## config.mk

```make
export PLATFORM = sky130hd
export DESIGN_NAME = regfile_wb_arbiter
export DESIGN_NICKNAME = d
export VERILOG_FILES = /design/src/rtl/regfile_pkg.sv /design/src/rtl/rr_arbiter.sv /design/src/rtl/regfile_wb_arbiter.sv
export SDC_FILE = /design/constraint.sdc
export NUM_CORES = 1
export LEC_CHECK = 0
export CELL_PAD_IN_SITES_DETAIL_PLACEMENT = 1
export CELL_PAD_IN_SITES_GLOBAL_PLACEMENT = 1
export CORE_UTILIZATION = 42
export DETAILED_ROUTE_END_ITERATION = 10
export GPL_ROUTABILITY_DRIVEN = 0
export GPL_TIMING_DRIVEN = 1
export PLACE_DENSITY = 0.85
export SETUP_SLACK_MARGIN = 0.3
export SLEW_MARGIN = 20
export SYNTH_ARGS = -nofsm -noshare
export SYNTH_HDL_FRONTEND = slang
export SYNTH_SLANG_ARGS = --single-unit
```

## constraint.sdc

```tcl
create_clock -name clk -period 10.03 [get_ports clk]
set_clock_uncertainty 0.15 [all_clocks]
set_input_delay 2.006 -clock clk [delete_from_list [all_inputs] [get_ports clk]]
set_output_delay 2.006 -clock clk [all_outputs]
set_load 0.05 [all_outputs]
```

## src/rtl/regfile_pkg.sv

```systemverilog
// Shared register-file definitions.
// Holds the register file geometry, the write-back requester indices and
// the one-hot register decode used to build pending-write masks.
package regfile_pkg;

    localparam int REG_AW = 5;
    localparam int REG_DW = 32;
    localparam int NREGS  = 32;

    localparam int REQ_ALU = 0;
    localparam int REQ_MEM = 1;
    localparam int REQ_MUL = 2;

    function automatic logic [NREGS-1:0] onehot_reg(input logic [REG_AW-1:0] addr);
        logic [NREGS-1:0] dec;
        dec       = '0;
        dec[addr] = 1'b1;
        return dec;
    endfunction

endpackage

```

## src/rtl/rr_arbiter.sv

```systemverilog
// Round-robin arbiter with a rotating priority pointer.
// Ports:
//   clk, reset  - clock, asynchronous active-high reset (pointer -> 0)
//   req         - request vector, one bit per requester
//   advance     - allows the pointer to move past the granted index
//   grant       - one-hot grant, combinational from req and the pointer
//   anyGrant    - high when any grant bit is set
module rr_arbiter #(
    parameter int N = 3
) (
    input  logic         clk,
    input  logic         reset,
    input  logic [N-1:0] req,
    input  logic         advance,
    output logic [N-1:0] grant,
    output logic         anyGrant
);

    localparam int PW = (N > 1) ? $clog2(N) : 1;

    logic [PW-1:0] ptr;
    logic [PW-1:0] ptrNext;
    logic [PW-1:0] idx;
    logic [PW:0]   sum;

    // Scan from ptr upward with wrap; the first requester found wins and
    // the pointer moves to the slot just after it.
    always_comb begin
        grant    = '0;
        anyGrant = 1'b0;
        ptrNext  = ptr;
        idx      = '0;
        sum      = '0;
        for (int k = 0; k < N; k++) begin
            sum = {1'b0, ptr} + (PW+1)'(k);
            if (sum >= (PW+1)'(N)) begin
                sum = sum - (PW+1)'(N);
            end
            idx = sum[PW-1:0];
            if (!anyGrant && req[idx]) begin
                anyGrant   = 1'b1;
                grant[idx] = 1'b1;
                ptrNext    = (idx == PW'(N-1)) ? '0 : idx + 1'b1;
            end
        end
    end

    always_ff @(posedge clk or posedge reset) begin
        if (reset) begin
            ptr <= '0;
        end else if (advance && anyGrant) begin
            ptr <= ptrNext;
        end
    end

endmodule

```

## src/rtl/regfile_wb_arbiter.sv

```systemverilog
// Write-back arbiter for the register file's single write port.
// Each requester owns a one-entry holding buffer; buffered writes are
// picked round-robin and presented on a registered write port.
// Ports:
//   clk, reset  - clock, asynchronous active-high reset
//   req_valid   - per-requester write request
//   req_rd      - per-requester destination register, slice [i*AW +: AW]
//   req_data    - per-requester write data, slice [i*DW +: DW]
//   req_ready   - per-requester accept
//   wr_en       - register file write enable
//   wr_addr     - register file write address
//   wr_data     - register file write data
//   pend_mask   - registers with a write buffered or on the output stage
module regfile_wb_arbiter
    import regfile_pkg::*;
#(
    parameter int NREQ = 3,
    parameter int DW   = REG_DW,
    parameter int AW   = REG_AW
) (
    input  logic                 clk,
    input  logic                 reset,
    input  logic [NREQ-1:0]      req_valid,
    input  logic [NREQ*AW-1:0]   req_rd,
    input  logic [NREQ*DW-1:0]   req_data,
    output logic [NREQ-1:0]      req_ready,
    output logic                 wr_en,
    output logic [AW-1:0]        wr_addr,
    output logic [DW-1:0]        wr_data,
    output logic [2**AW-1:0]     pend_mask
);

    logic [NREQ-1:0] bufValid;
    logic [AW-1:0]   bufRd   [NREQ];
    logic [DW-1:0]   bufData [NREQ];
    logic [NREQ-1:0] grant;
    logic            anyGrant;
    logic [NREQ-1:0] accept;
    logic [AW-1:0]   selRd;
    logic [DW-1:0]   selData;

    rr_arbiter #(.N(NREQ)) arb (
        .clk      (clk),
        .reset    (reset),
        .req      (bufValid),
        .advance  (1'b1),
        .grant    (grant),
        .anyGrant (anyGrant)
    );

    // A draining buffer may refill on the same edge.
    assign req_ready = {NREQ{~reset}} & (~bufValid | grant);
    assign accept    = req_valid & req_ready;

    // ---- Holding buffers ----
    // Writes to r0 are acknowledged but leave the buffer empty.
    always_ff @(posedge clk or posedge reset) begin
        if (reset) begin
            bufValid <= '0;
        end else begin
            for (int i = 0; i < NREQ; i++) begin
                if (accept[i]) begin
                    bufValid[i] <= (req_rd[i*AW +: AW] != '0);
                end else if (grant[i]) begin
                    bufValid[i] <= 1'b0;
                end
            end
        end
    end

    always_ff @(posedge clk) begin
        for (int i = 0; i < NREQ; i++) begin
            if (accept[i]) begin
                bufRd[i]   <= req_rd[i*AW +: AW];
                bufData[i] <= req_data[i*DW +: DW];
            end
        end
    end

    always_comb begin
        selRd   = '0;
        selData = '0;
        for (int i = 0; i < NREQ; i++) begin
            if (grant[i]) begin
                selRd   = selRd | bufRd[i];
                selData = selData | bufData[i];
            end
        end
    end

    // ---- Output stage ----
    always_ff @(posedge clk or posedge reset) begin
        if (reset) begin
            wr_en   <= 1'b0;
            wr_addr <= '0;
            wr_data <= '0;
        end else begin
            wr_en <= |bufValid;
            if (anyGrant) begin
                wr_addr <= selRd;
                wr_data <= selData;
            end
        end
    end

    always_comb begin
        pend_mask = '0;
        for (int i = 0; i < NREQ; i++) begin
            if (bufValid[i]) begin
                pend_mask = pend_mask | onehot_reg(bufRd[i]);
            end
        end
        if (wr_en) begin
            pend_mask = pend_mask | onehot_reg(wr_addr);
        end
        pend_mask[0] = 1'b0;
    end

endmodule

```

# Word-level counts from Yosys, hierarchy flattened

Memories as Yosys holds them, arrays and structs flattened.
Cells that the tools add are included.

Register bits: 43
RAM bits: 111
Bits of input ports: 116
Output and inout port bits: 73
Logic and storage cells: 128
Memories kept: 2

Memory list:

| memory  | depth | bits a word | read ports | clocked after memory_dff | write ports | line                     | text |
|---|---|---|---|---|---|---|---|
| bufData | 3     | 32          | 3          | 0                        | 3           | regfile_wb_arbiter.sv:35 | `logic [DW-1:0] bufData [NREQ];` |
| bufRd   | 3     | 5           | 3          | 0                        | 3           | regfile_wb_arbiter.sv:34 | `logic [AW-1:0] bufRd [NREQ];` |

Add/sub/neg operators: 8
Order comparisons: 17
Equal/unequal tests: 3
Multiplexer cells: 57
Bitwise gates (word level): 14
Reduce and logical (&&, ||, !) cells: 20

Operator list:

| cell                                                                  | count |
|---|---|
| 32-bit two-way mux                                                    | 7 |
| 32-bit bitwise OR                                                     | 5 |
| 1-bit two-way mux                                                     | 25 |
| 5-bit by 6-bit < comparator with 1-bit output, second input constant  | 4 |
| 1-bit demux with 5-bit select                                         | 4 |
| 5-bit by 1-bit >= comparator with 1-bit output, second input constant | 4 |
| 2-bit two-way mux                                                     | 9 |
| 5-bit two-way mux                                                     | 3 |
| 5-bit nonzero test                                                    | 3 |
| 5-bit bitwise OR                                                      | 2 |
| 1-bit logical AND                                                     | 9 |
| 2-bit by 3-bit < comparator with 1-bit output, second input constant  | 3 |
| 3-bit two-way mux                                                     | 3 |
| 3-bit bitwise OR                                                      | 3 |
| 2-bit by 1-bit adder with 2-bit output, second input constant         | 3 |
| 3-bit bitwise AND                                                     | 2 |
| 1-bit binary-select mux with 2-bit select                             | 3 |
| 1-bit demux with 2-bit select                                         | 3 |
| 2-bit equality test, second input constant                            | 3 |
| 2-bit by 1-bit >= comparator with 1-bit output, second input constant | 3 |
| 3-bit by 2-bit >= comparator with 1-bit output, second input constant | 2 |
| 2-bit nonzero test                                                    | 3 |
| 2-bit subtractor, second input constant                               | 3 |
| 2-bit by 1-bit adder with 3-bit output, second input constant         | 1 |
| 8 further kinds                                                       | 9 |

# Logic depth before layout (Yosys ltp)

Gate-level depths: netlist (run 1).

Depth in word-level cells: 16
Gate-level depth with buffers: 10

# Modules after synthesis

Synthesis (run 1) repeated with hierarchy kept, for this count alone.

Cell total of the unflattened synthesis: 501
Area total of the unflattened synthesis: 6682.7 µm²

By module, submodules not included:

| module             | times used | cells each | area each (µm²) | seq. area each (µm²) |
|---|---|---|---|---|
| regfile_wb_arbiter | 1          | 448        | 6288.5          | 4359.2 |
| rr_arbiter         | 1          | 53         | 394.1           | 50.0 |

# Worst setup path after synthesis (run 1)

Ideal clock, no wire load.

Path type: input port to output port
Start point: in reset
End point: out req_ready[1]
Data arrival time: 3.528 ns
Path slack: 4.346 ns
Stages on the path: 2
Buffers on the path: 0
Cell sequence: inv_1 and2_1

Cells in the longest elaborated chain, start to end: 2

RTL lines:

| what              | line                     | text |
|---|---|---|
| start, declared   | regfile_wb_arbiter.sv:22 | `input logic reset,` |
| 1-bit NOT         | regfile_wb_arbiter.sv:52 | `assign req_ready = {NREQ{~reset}} & (~bufValid \| grant);` |
| 3-bit bitwise AND | regfile_wb_arbiter.sv:52 |  |
| end, declared     | regfile_wb_arbiter.sv:26 | `output logic [NREQ-1:0] req_ready,` |

Every way passes these cells.

# Worst setup path after layout (run 1)

Same ends and word-level chain as after synthesis.

==> impl_metrics.toml, run 1 <==
[run_status]
status = "completed"

[power]
switching_power_w = 0.00189
power.share.clock_pct = 18.0
totalPowerFinal_w = 0.00399
p_leak_nw = 3.39
power_density_mw_per_mm2 = 398
p_int_w = 0.00210
switching_share_pct = 47.4
ir_worst_vdd_mv = 0.320
pwr-share-comb_pct = 55.2
seqPwrFrac_pct = 26.8

[placed_design]
hpwl_mm = 16.9
place_ws_ns = 3.72
port-buffer-count = 187

[synth]
synth_fp_nets = 725
syn_area_per_cell_um2 = 12.2
synth-main-ff-cell = "edfxtp_1"
netlist_instances = 605
synth-seq-cells = 154
synth_seq_area_share_pct = 59.6
async_flop_share_pct = 27.9
synthesis.area_mm2 = 0.00739
yosys_warnings = 0
synthDistinctLibCells = 50
synth-edff-count = 111

[clock_network]
clock_sinks = 154
clk_path_buf_depth = 2
clk_pin_slew_ns = 0.06
htreeDepth = 4
clock-root-buffer = "clkbuf_16"
cts_setup_buffers = 0
clkLatencyLatePin_ns = 0.44
post_cts_resized = 0
cts_tree = "yes"
cts_hold_repair.buffers = 0
numCtsBuffers = 17

[layout]
layout-drive-gt1-share_pct = 13.0
post-route-util_pct = 58.2
diodes = 0
fin_nets = 891
n_fill_cell = 1732
area_growth_pct = 35.8

[timing]
slew_viol_final = 0
hold_viol = 0
fin_crit_ns = 6.28
setup_viol = 0
tns_ns = 0
slew-limit-headroom_pct = 29.7
rsz0062_at_grt = "no"
whs_ns = 0.410
fin_ws_ns = 3.75
clock.fmax_ghz = 0.159
tightest_slew_ns = 1.05
period_share_pct = 62.7

[routing]
dr.pass1.iters = 5
drt-initial-drc-count = 599
post_drt_via_cell_ratio = 6.15
avgRoutedWirePerCell_um = 25.1
ant_nets = 0
route.detailed.drc = 0
wl_mm = 25.3
via_count = 6207

[worst_setup_path]
crit_path_end_kind = "output port"
cp_cell_sequence = "clkdlybuf4s50_1 > inv_2 > buf_4 > and2_1 > clkdlybuf4s50_1"
start_kind = "input port"
critPathSlowestCell = "clkdlybuf4s50_1"
path_common_cell = "clkdlybuf4s50_1"
cp.required_ns = 7.87
critical_path_class = "input port to output port"
crit_fanout = 48
max_stage_delay_ns = 0.80
arrival_ns = 4.13

[floorplanning]
core_region_area_mm2 = 0.0172
num_io_pins = 189
dieArea_mm2 = 0.0181
die_w_um = 135
initial_core_util_pct = 42.9
rows = 48
die_y_um = 135

[global_route]
overflow = 0
grtUsageTotal_pct = 28.7
antenna_found_initial = 1
grt_max_degree = 76
grt_pass1_vias = 6537
grt_pass1_wl_mm = 38.3

[run]
maxCapViolations = 0

[hold_path]
hp-class = "register to register"
==> power groups by stage <==
stage / clock network [W] / logic [W] / registers [W]
after global routing: 0.000744 / 0.00233 / 0.00108
final: 0.000718 / 0.00220 / 0.00107
after detailed placement: 0 / 0.00216 / 0.00107
after CTS: 0.000722 / 0.00218 / 0.00107
after floorplan: 0 / 0.00140 / 0.00125
after global placement: 0 / 0.00204 / 0.00106
==> placed cells by master, fill, tap and decap left out, types with 5 or more instances in the layout <==
cell,n
bufinv_16,5
nand3_2,9
nor3_1,6
nor3b_1,9
and3_1,5
o21ai_1,5
o22ai_1,11
a221o_1,10
dfrtp_1,43
a21oi_1,10
o221ai_1,15
nand2_1,61
inv_1,9
edfxtp_1,111
nand3_1,34
clkdlybuf4s50_1,187
a22oi_1,11
o211ai_1,7
nor2_1,64
clkbuf_16,17
o21ai_0,35
nand3b_1,10
a41oi_2,37
==> sequential cells by signal (all words and copies together), names as in the netlist <==
name,count
arb.ptr,2
bufValid,3
bufRd,15
wr_addr,5
bufData,96
wr_en,1
wr_data,32
==> cell usage after synthesis, drive strengths merged, types with 11 or more instances <==
library cell | instances | area share (%)
edfxtp | 111 | 45
nand3 | 43 | 3.5
buf | 25 | 2.6
clkbuf | 21 | 1.1
nor2 | 65 | 3.3
o221ai | 15 | 1.8
dfrtp | 43 | 15
a41oi | 37 | 8.1
o21ai | 40 | 2.7
a22oi | 11 | 1.1
a21oi | 11 | 0.74
nand2 | 62 | 3.2
o22ai | 11 | 0.93
==> final cells by class <==
type / count / area (µm²) / area share (%)
inverters: 10 / 37.5 / 0.374
flip-flops and latches: 154 / 4410 / 43.9
well taps: 225 / 282 / 2.80
multi-input cells: 395 / 2710 / 27.0
clock inverters: 13 / 216 / 2.16
repair buffers: 193 / 1940 / 19.3
clock buffers: 19 / 443 / 4.41
==> worst max-delay path: cells and delay by family <==
kind / cells / cell delay [ns]
AND/OR/NAND/NOR: 1 / 0.22
buffers and inverters: 4 / 1.89
==> cells by family after synthesis <==
| group | Yosys count | share of synthesized area [%] |
|---|---|---|
| multiplexers | 4 | 0.541 |
| AO/OA/AOI/OAI | 156 | 19.1 |
| buffers and inverters | 56 | 4.16 |
| adder cells (fa/ha/maj) | 4 | 0.677 |
| flip-flops | 154 | 59.6 |
| AND/OR/NAND/NOR | 230 | 15.8 |
| other | 1 | 0.0507 |
==> final timing paths <==
check / depth (start not counted) / slack [ns] / start / to
worst max-delay path: 5 / 3.75 / reset / req_ready[1]
worst min-delay path: 2 / 0.41 / bufData[0][94]$_DFFE_PP_ / wr_data[30]$_DFFE_PP0P_
worst max register to register: 8 / 6.19 / arb.ptr[0]$_DFFE_PP0P_ / bufData[0][6]$_DFFE_PP_
worst min register to register: 2 / 0.41 / bufData[0][94]$_DFFE_PP_ / wr_data[30]$_DFFE_PP0P_
max in group asynchronous: 3 / 7.26 / reset / wr_addr[2]$_DFFE_PP0P_
min in group asynchronous: 3 / 2.01 / reset / wr_data[15]$_DFFE_PP0P_
==> layer usage <==
layer / part of all wire (%) / track usage [%] / vias up
li1: - / - / 2657
met5: 0.043 / 0 / -
met4: 2.6 / 10.1 / 2
met1: 39 / 34.9 / 3149
met2: 51 / 50.5 / 340
met3: 6.5 / 5.63 / 59
==> per-stage QoR <==
step | area, µm² | instances
5_1_grt | 10000 | 1009
6_report | 10000 | 1009
2_1_floorplan | 7390 | 605
3_3_place_gp | 9340 | 975
3_5_place_dp | 9340 | 975
4_1_cts | 9990 | 1007
No activity file was read; power rests on OpenSTA's default activity.
==> run 2, diff against run 1 <==
CORE_UTILIZATION = 35   (was 42)
PLACE_DENSITY = 0.75   (was 0.85)
clock period = 5.5 ns   (was 10.03 ns; I/O delays follow)
==> run 2 against run 1 <==
Against the previous run: wire length shrank 3.7%; total power grew 82%; critical path depth grew 3; non-clock buffer count grew 3; flip-flop and latch count is the same; sequential power grew 79%.
==> impl_metrics.toml, run 2 (synthesis gave the netlist of run 1 again) <==
[layout]
top_register = "bufData"
final_cell_mix = "clkdlybuf4s50_1 (187), edfxtp_1 (111), nor2_1 (64)"
largest_register_ffs = 96
post-route-util_pct = 49.4
reg_top3 = "bufData x96, wr_data x32, bufRd x15"
final_common_cell = "clkdlybuf4s50_1"
layout-drive-gt1-share_pct = 12.8
n_fill_cell = 2136
diodes = 0
area_growth_pct = 36.8
fin_nets = 894

[floorplanning]
core_region_area_mm2 = 0.0205
num_io_pins = 189
initial_core_util_pct = 36.1
dieArea_mm2 = 0.0217
die_w_um = 147
die_y_um = 147
rows = 52

[global_route]
antenna_found_initial = 0
grtUsageTotal_pct = 23.1
grt_max_degree = 76
grt_pass1_wl_mm = 37.8
use_met1_pct = 28.1
met2_usage_pct = 40.0
grt_pass1_vias = 6614
overflow = 0
busiest_layer = "met2"
grt_use_met3_pct = 5.40

[timing]
period_share_pct = 89.3
fin_crit_ns = 4.91
slew_viol_final = 0
hold_viol = 0
clock.fmax_ghz = 0.204
whs_ns = 0.406
slew-limit-headroom_pct = 28.9
fin_ws_ns = 0.591
setup_viol = 0
tns_ns = 0
tightest_slew_ns = 1.07
rsz0062_at_grt = "no"

[hold_path]
hp-class = "register to register"

[worst_setup_path]
arrival_ns = 3.66
start_kind = "register"
crit_path_end_kind = "output port"
cp_cell_sequence = "inv_1 > ha_1 > mux2i_1 > nor3b_1 > o32a_4 > nor2b_1 > nor2_1 > clkdlybuf4s50_1"
critical_path_class = "register to output port"
critPathSlowestCell = "clkdlybuf4s50_1"
cp.required_ns = 4.25
crit_fanout = 38
max_stage_delay_ns = 0.74

[placed_design]
hpwl_mm = 16.6
place_ws_ns = 0.831
port-buffer-count = 187

[power]
ir_worst_vdd_mv = 0.464
power_density_mw_per_mm2 = 720
p_leak_nw = 3.41

[clock_network]
cts_hold_repair.buffers = 0
numCtsBuffers = 17
cts_tree = "yes"
clock_sinks = 154
clock-root-buffer = "clkbuf_16"
clk_path_buf_depth = 2
htreeDepth = 4
clkLatencyLatePin_ns = 0.42
clk_pin_slew_ns = 0.06

[routing]
post_drt_via_cell_ratio = 5.70
dr.pass1.iters = 5
route.detailed.drc = 0
wl_mm = 24.4
via_count = 6030
drt-initial-drc-count = 352
avgRoutedWirePerCell_um = 23.1
ant_nets = 0

[run]
maxCapViolations = 0

[run_status]
status = "completed"
[run 2: cell count changes in the layout (fill, tap and decap cells not counted), moves of 2 or more]
cell and change:
clkinv_4 -3, buf_12 -2, buf_4 +4, clkbuf_1 +3
[run 2: final timing paths]
path                                      endpoint                startpoint  cells after the start  slack (ns)
max                                   req_ready[2]    arb.ptr[0]$_DFFE_PP0P_                      8        0.59
max reg2reg                 bufRd[0][10]$_DFFE_PP_    arb.ptr[0]$_DFFE_PP0P_                      8        1.92
min                        wr_data[12]$_DFFE_PP0P_  bufData[0][76]$_DFFE_PP_                      2        0.41
min reg2reg                wr_data[12]$_DFFE_PP0P_  bufData[0][76]$_DFFE_PP_                      2        0.41
max in group asynchronous  wr_data[27]$_DFFE_PP0P_                     reset                      3        3.52
min in group asynchronous  wr_data[11]$_DFFE_PP0P_                     reset                      3        1.24
[run 2: where the power goes]
part | switching (W) | internal [W] | leakage [nW]
combinational | 0.00264 | 0.00140 | 1.56
clock | 0.000460 | 0.000853 | 0.312
sequential | 0.000284 | 0.00164 | 1.54
[run 2: layout make-up]
cell class	instances	area (µm²)	share of cell area, %
clock inverters	11	218	2.15
well taps	270	338	3.34
repair buffers	196	1960	19.4
multi-input cells	395	2720	26.8
inverters	10	37.5	0.371
clock buffers	21	440	4.35
flip-flops and latches	154	4410	43.6
[run 2: worst max-delay path: cells and delay by family (launching register included)]
family | cells | cell delay, ns
multiplexers | 1 | 0.36
buffers and inverters | 2 | 0.84
adder cells (fa/ha/maj) | 1 | 0.50
AO/OA/AOI/OAI | 1 | 0.59
flip-flops | 1 | 0.39
AND/OR/NAND/NOR | 3 | 0.56
[run 2: stage by stage]
step	total power [W]	cells	area, µm²
detailed placement	0.00592	1023	9410
finish	0.00728	1057	10100
global route	0.00763	1057	10100
floorplan	0.00483	605	7390
CTS	0.00726	1055	10100
global placement	0.00570	1023	9410
[run 2: what timing repair did]
item	in CTS	in global routing
resized for setup	0	1
setup buffers	0	0
endpoints found under the setup margin	0	1
[run 2: routing by layer]
metal | share of wire, % | up-vias
li1 | - | 2657
met1 | 41 | 3042
met2 | 51 | 285
met3 | 6.3 | 46
met4 | 2.1 | 0
met5 | 0 | -
==> run 3, diff against run 2 <==
CAP_MARGIN = 30   (was not set)
SKIP_CTS_REPAIR_TIMING = 1   (was not set)
SLEW_MARGIN = not set   (was 20)
==> run 3 against run 2 <==
Against the previous run: count of clock-buffer cells in the layout unchanged; setup slack worse by 0.023 ns; non-clock buffer count up 1.
==> impl_metrics.toml, run 3 (synthesis gave the netlist of run 1 again) <==
[worst_setup_path]
crit_path_end_kind = "output port"
rr_startpoint = "arb.ptr[0]$_DFFE_PP0P_"
critical_path_class = "register to output port"
crit_fanout = 38
max_stage_delay_ns = 0.73
cp_cell_sequence = "inv_1 > ha_1 > mux2i_1 > nor3b_1 > o32a_4 > nor2b_1 > nor2_1 > clkdlybuf4s50_1"
r2r-end = "bufRd[0][12]$_DFFE_PP_"
critPathSlowestCell = "clkdlybuf4s50_1"
crit_family = "buffers and inverters"
path_buf_inv = 2
r2r_slack_ns = 1.88
reg2reg_depth = 8
arrival_ns = 3.68
cp.required_ns = 4.25
start_kind = "register"

[routing]
post_drt_via_cell_ratio = 5.72
via_count = 6055
avgRoutedWirePerCell_um = 23.6
dr.pass1.iters = 5
route.detailed.drc = 0
ant_nets = 0
drt-initial-drc-count = 434
wl_mm = 25.0

[clock_network]
clk_path_buf_depth = 2
clock_sinks = 154
numCtsBuffers = 17
htreeDepth = 4
clkLatencyLatePin_ns = 0.43
cts_tree = "yes"
clock-root-buffer = "clkbuf_16"
clk_pin_slew_ns = 0.07

[floorplanning]
die_w_um = 147
core_region_area_mm2 = 0.0205
die_y_um = 147
rows = 52
dieArea_mm2 = 0.0217
num_io_pins = 189
initial_core_util_pct = 36.1

[global_route]
grt_pass1_wl_mm = 38.2
grtUsageTotal_pct = 23.4
grt_max_degree = 49
overflow = 0
antenna_found_initial = 0
grt_pass1_vias = 6612

[layout]
post-route-util_pct = 49.2
largest_register_ffs = 96
reg_top3 = "bufData x96, wr_data x32, bufRd x15"
layout-drive-gt1-share_pct = 13.2
final_common_cell = "clkdlybuf4s50_1"
final_cell_mix = "clkdlybuf4s50_1 (187), edfxtp_1 (111), nor2_1 (64)"
top_register = "bufData"
diodes = 0
fin_area_mm2 = 0.0101
fin_nets = 895
area_growth_pct = 36.4

[power]
switching_power_w = 0.00345
switching_share_pct = 47.8
seqPwrFrac_pct = 26.7
ir_worst_vdd_mv = 0.407
power.share.clock_pct = 16.6
p_int_w = 0.00377
p_leak_nw = 3.39
power_density_mw_per_mm2 = 716
pwr-share-comb_pct = 56.7

[placed_design]
place_ws_ns = 0.825
port-buffer-count = 187
placed_cell_area_mm2 = 0.00945
hpwl_mm = 16.8

[timing]
tightest_slew_ns = 0.996
tns_ns = 0
slew-limit-headroom_pct = 33.4
whs_ns = 0.415
rsz0062_at_grt = "no"
period_share_pct = 89.7
setup_viol = 0
fin_crit_ns = 4.93
fin_ws_ns = 0.568
slew_viol_final = 0
hold_viol = 0
clock.fmax_ghz = 0.203

[hold_path]
min_path_cells = 2
hp-class = "register to register"
min_from = "wr_data[24]$_DFFE_PP0P_"
worstHoldEndpoint = "wr_data[24]$_DFFE_PP0P_"

[run]
maxCapViolations = 0

[run_status]
status = "completed"
==> run 3: cell type report <==
class	instances	area, µm²
fill	2115	10400
sequential	154	4410
multi-input combinational	395	2720
timing repair buffer	197	1980
clock buffer	21	472
tap	270	338
clock inverter	11	133
inverter	10	37.5
==> run 3: through the flow <==
stage               power (W)  cells
floorplan             0.00483    605
detailed placement    0.00597   1025
CTS                   0.00722   1057
global route          0.00754   1058
global placement      0.00570   1023
finish                0.00722   1058
==> run 3: worst max-delay path by stage <==
stage / endpoint / slack [ns] / startpoint / cells past startpoint
final: req_ready[2] / 0.57 / arb.ptr[0]$_DFFE_PP0P_ / 8
after global placement: req_ready[2] / 1.01 / arb.ptr[0]$_DFFE_PP0P_ / 8
after global routing: req_ready[2] / 0.43 / arb.ptr[0]$_DFFE_PP0P_ / 8
after floorplan: bufData[0][0]$_DFFE_PP_ / 0.80 / reset / 3
after detailed placement: req_ready[2] / 0.83 / arb.ptr[0]$_DFFE_PP0P_ / 8
after CTS: req_ready[2] / 0.33 / arb.ptr[0]$_DFFE_PP0P_ / 8
==> run 3: worst register-to-register path, stage by stage, from the launching register on <==
cell and delay (ns):
dfrtp_1 0.39, inv_1 0.10, ha_1 0.51, mux2i_1 0.20
nor3b_1 0.31, o32a_4 0.54, nor2b_1 0.20, nor2_4 0.39
buf_4 0.47
==> run 3: metal layers <==
layer	GRT usage [%]	vias up	part of all wire (%)
li1	-	2656	-
met4	7.42	0	2.0
met1	28.6	3091	41
met3	4.81	41	6.6
met2	41.2	267	50
met5	0	-	0
==> run 3: power groups by stage <==
| stage | clock network (W) | registers [W] | logic, W |
|---|---|---|---|
| after global placement | 0 | 0.00191 | 0.00378 |
| after floorplan | 0 | 0.00228 | 0.00254 |
| after global routing | 0.00124 | 0.00196 | 0.00434 |
| after detailed placement | 0 | 0.00193 | 0.00403 |
| final | 0.00120 | 0.00193 | 0.00409 |
| after CTS | 0.00121 | 0.00192 | 0.00408 |
==> patch, RTL diff (settings of run 2) <==
The parameter `NREQ` goes from 3 to 2.
--- a/src/rtl/regfile_wb_arbiter.sv
+++ b/src/rtl/regfile_wb_arbiter.sv
@@ -14,7 +14,7 @@
 module regfile_wb_arbiter
     import regfile_pkg::*;
 #(
-    parameter int NREQ = 3,
+    parameter int NREQ = 2,
     parameter int DW   = REG_DW,
     parameter int AW   = REG_AW
 ) (
Ports: changed (resized req_data, req_rd, req_ready and req_valid); port bits go from 189 to 150. The function was not compared with the original's and may differ.
==> patch against run 2 <==
- sequential cell count down 39
- fmax increased by 13%
- area after synthesis decreased by 27%
- design area shrank 25%
- worst setup slack improved by 560 ps
- global-route usage down 2.5 points
- largest power group is now clock
- wire length shrank 35%
- power down 58%
- critical path type unchanged
==> patch: results (changes against run 2) <==
Leading post-synthesis cells by instance count: 74 x edfxtp_1, 59 x nand2_1, 41 x dfrtp_1, 37 x o221a_2 (was 111 x edfxtp_1, 65 x nor2_1, 61 x nand2_1, 43 x dfrtp_1, 37 x a41oi_2). The maximum net fanout on the critical path is 49 (was 38). The worst slack at placement came out at 1530 ps (was 831 ps).

The area of all sequential standard cells came out at 0.00325 sq mm (was 0.00441 sq mm). The destination of the critical timing path is pend_mask[8] (was req_ready[2]). The arrival time at the worst endpoint came out at 3100 ps (was 3660 ps).

The endpoint of the worst-slack reg-to-reg timing path is wr_data[29]$_DFFE_PP0P_ (was bufRd[0][10]$_DFFE_PP_). The register share of total power came out at 36.3% (was 26.4%). The remaining max-slew budget at the tightest pin came out at 33.4% (was 28.9%). The instance area at placement was 0.00702 sq mm (was 0.00941 sq mm).

The smallest hold slack came out at 383 ps (was 406 ps). The end point of the most critical hold path was wr_data[18]$_DFFE_PP0P_ (was wr_data[12]$_DFFE_PP0P_). Biggest regs: bufData: 64 flops, wr_data: 32 flops, bufRd: 10 flops (was bufData: 96 flops, wr_data: 32 flops, bufRd: 15 flops). The setup slack on the worst flop-to-flop path is 2890 ps (was 1920 ps). The overall routing resource usage came out at 20.6% (was 23.1%). The placed cell count came out at 747 (was 1023). The placed wire-length estimate after detailed placement came out at 10.3 mm (was 16.6 mm). The via count came out at 4163 (was 6030). The stage delay of the slowest cell on the critical path is 1020 ps (was 740 ps). The launching element of the worst setup path is bufValid[1]$_DFFE_PP0P_ (was arb.ptr[0]$_DFFE_PP0P_). The launch point of the worst hold path is bufData[0][50]$_DFFE_PP_ (was bufData[0][76]$_DFFE_PP_). The maximum ir drop on the vdd rail came out at 0.278 mV (was 0.464 mV).

The global-route wire length before repair is 25.2 mm (was 37.8 mm). The number of flops mapped to enable cells by yosys came out at 74 (was 111). The cell with the biggest individual delay on the critical path is dfrtp_2 (was clkdlybuf4s50_1). The count of different cell masters after synthesis is 34 (was 50). The fraction of registers with async set/reset is 35.7% (was 27.9%).

The number of DRC markers after the initial detailed-route iteration is 286 (was 352). The count of buffers from port buffering came out at 148 (was 187). The via count of the first global-routing pass came to 4593 (was 6614).

The internal power summed over all cells is 2.07 mW (was 3.90 mW). The maximum number of pins on one net before global-route repair is 79 (was 76). The number of instances on the worst hold path came out at 1 (was 2).

The leakage power came to 2.95 nW (was 3.41 nW). Top cells by area, synth: edfxtp_1 41%, dfrtp_1 19%, o221a_2 7.7% (was edfxtp_1 45%, dfrtp_1 15%, a41oi_2 8.1%). The sequential fraction of the synthesis area is 59.8% (was 59.6%). The final net count came out at 656 (was 894). The per-cell via count in the routed design is 5.34 (was 5.70).

Outcome: completed (unchanged). The net count after synthesis is 519 (was 725). The post-detailed-routing wire length was 15.8 mm (was 24.4 mm). The share of layout cells above drive strength 1 came out at 14.7% (was 12.8%).
## patch: cell count changes after synthesis, sizes merged, moves of 12 or more
cell    delta
nand3     -42
o221ai    -15
o221a     +37
a41oi     -37
nor2      -64
nand2b    +29
o21ai     -37
a21o      +33
clkbuf    -12
a22oi     +17
or2       +31
edfxtp    -37
## patch: layer usage
metal  GRT usage, %  part of all wire, %  vias up
li1               -                    -     1918
met1           25.5                   43     2098
met2           35.1                   51      139
met3           5.06                  5.7        8
met4           7.30                 0.56        0
met5              0                    0        -
## patch: logic make-up (layout without fill, tap and decap cells)
family / count (synthesis) / after routing / share of synthesized area (%)
buf+inv: 39 / 189 / 3.57
flops: 115 / 115 / 59.8
simple gates: 175 / 175 / 18.6
compound gates: 111 / 111 / 17.9
other cells: 1 / 1 / 0.0691
## patch: layout make-up
cell class / count / share of cell area [%]
clock buffer: 18 / 5.77
inverter: 5 / 0.246
timing repair buffer: 152 / 19.8
clock inverter: 14 / 2.14
sequential: 115 / 42.7
tap: 188 / 3.09
multi-input combinational: 287 / 26.2
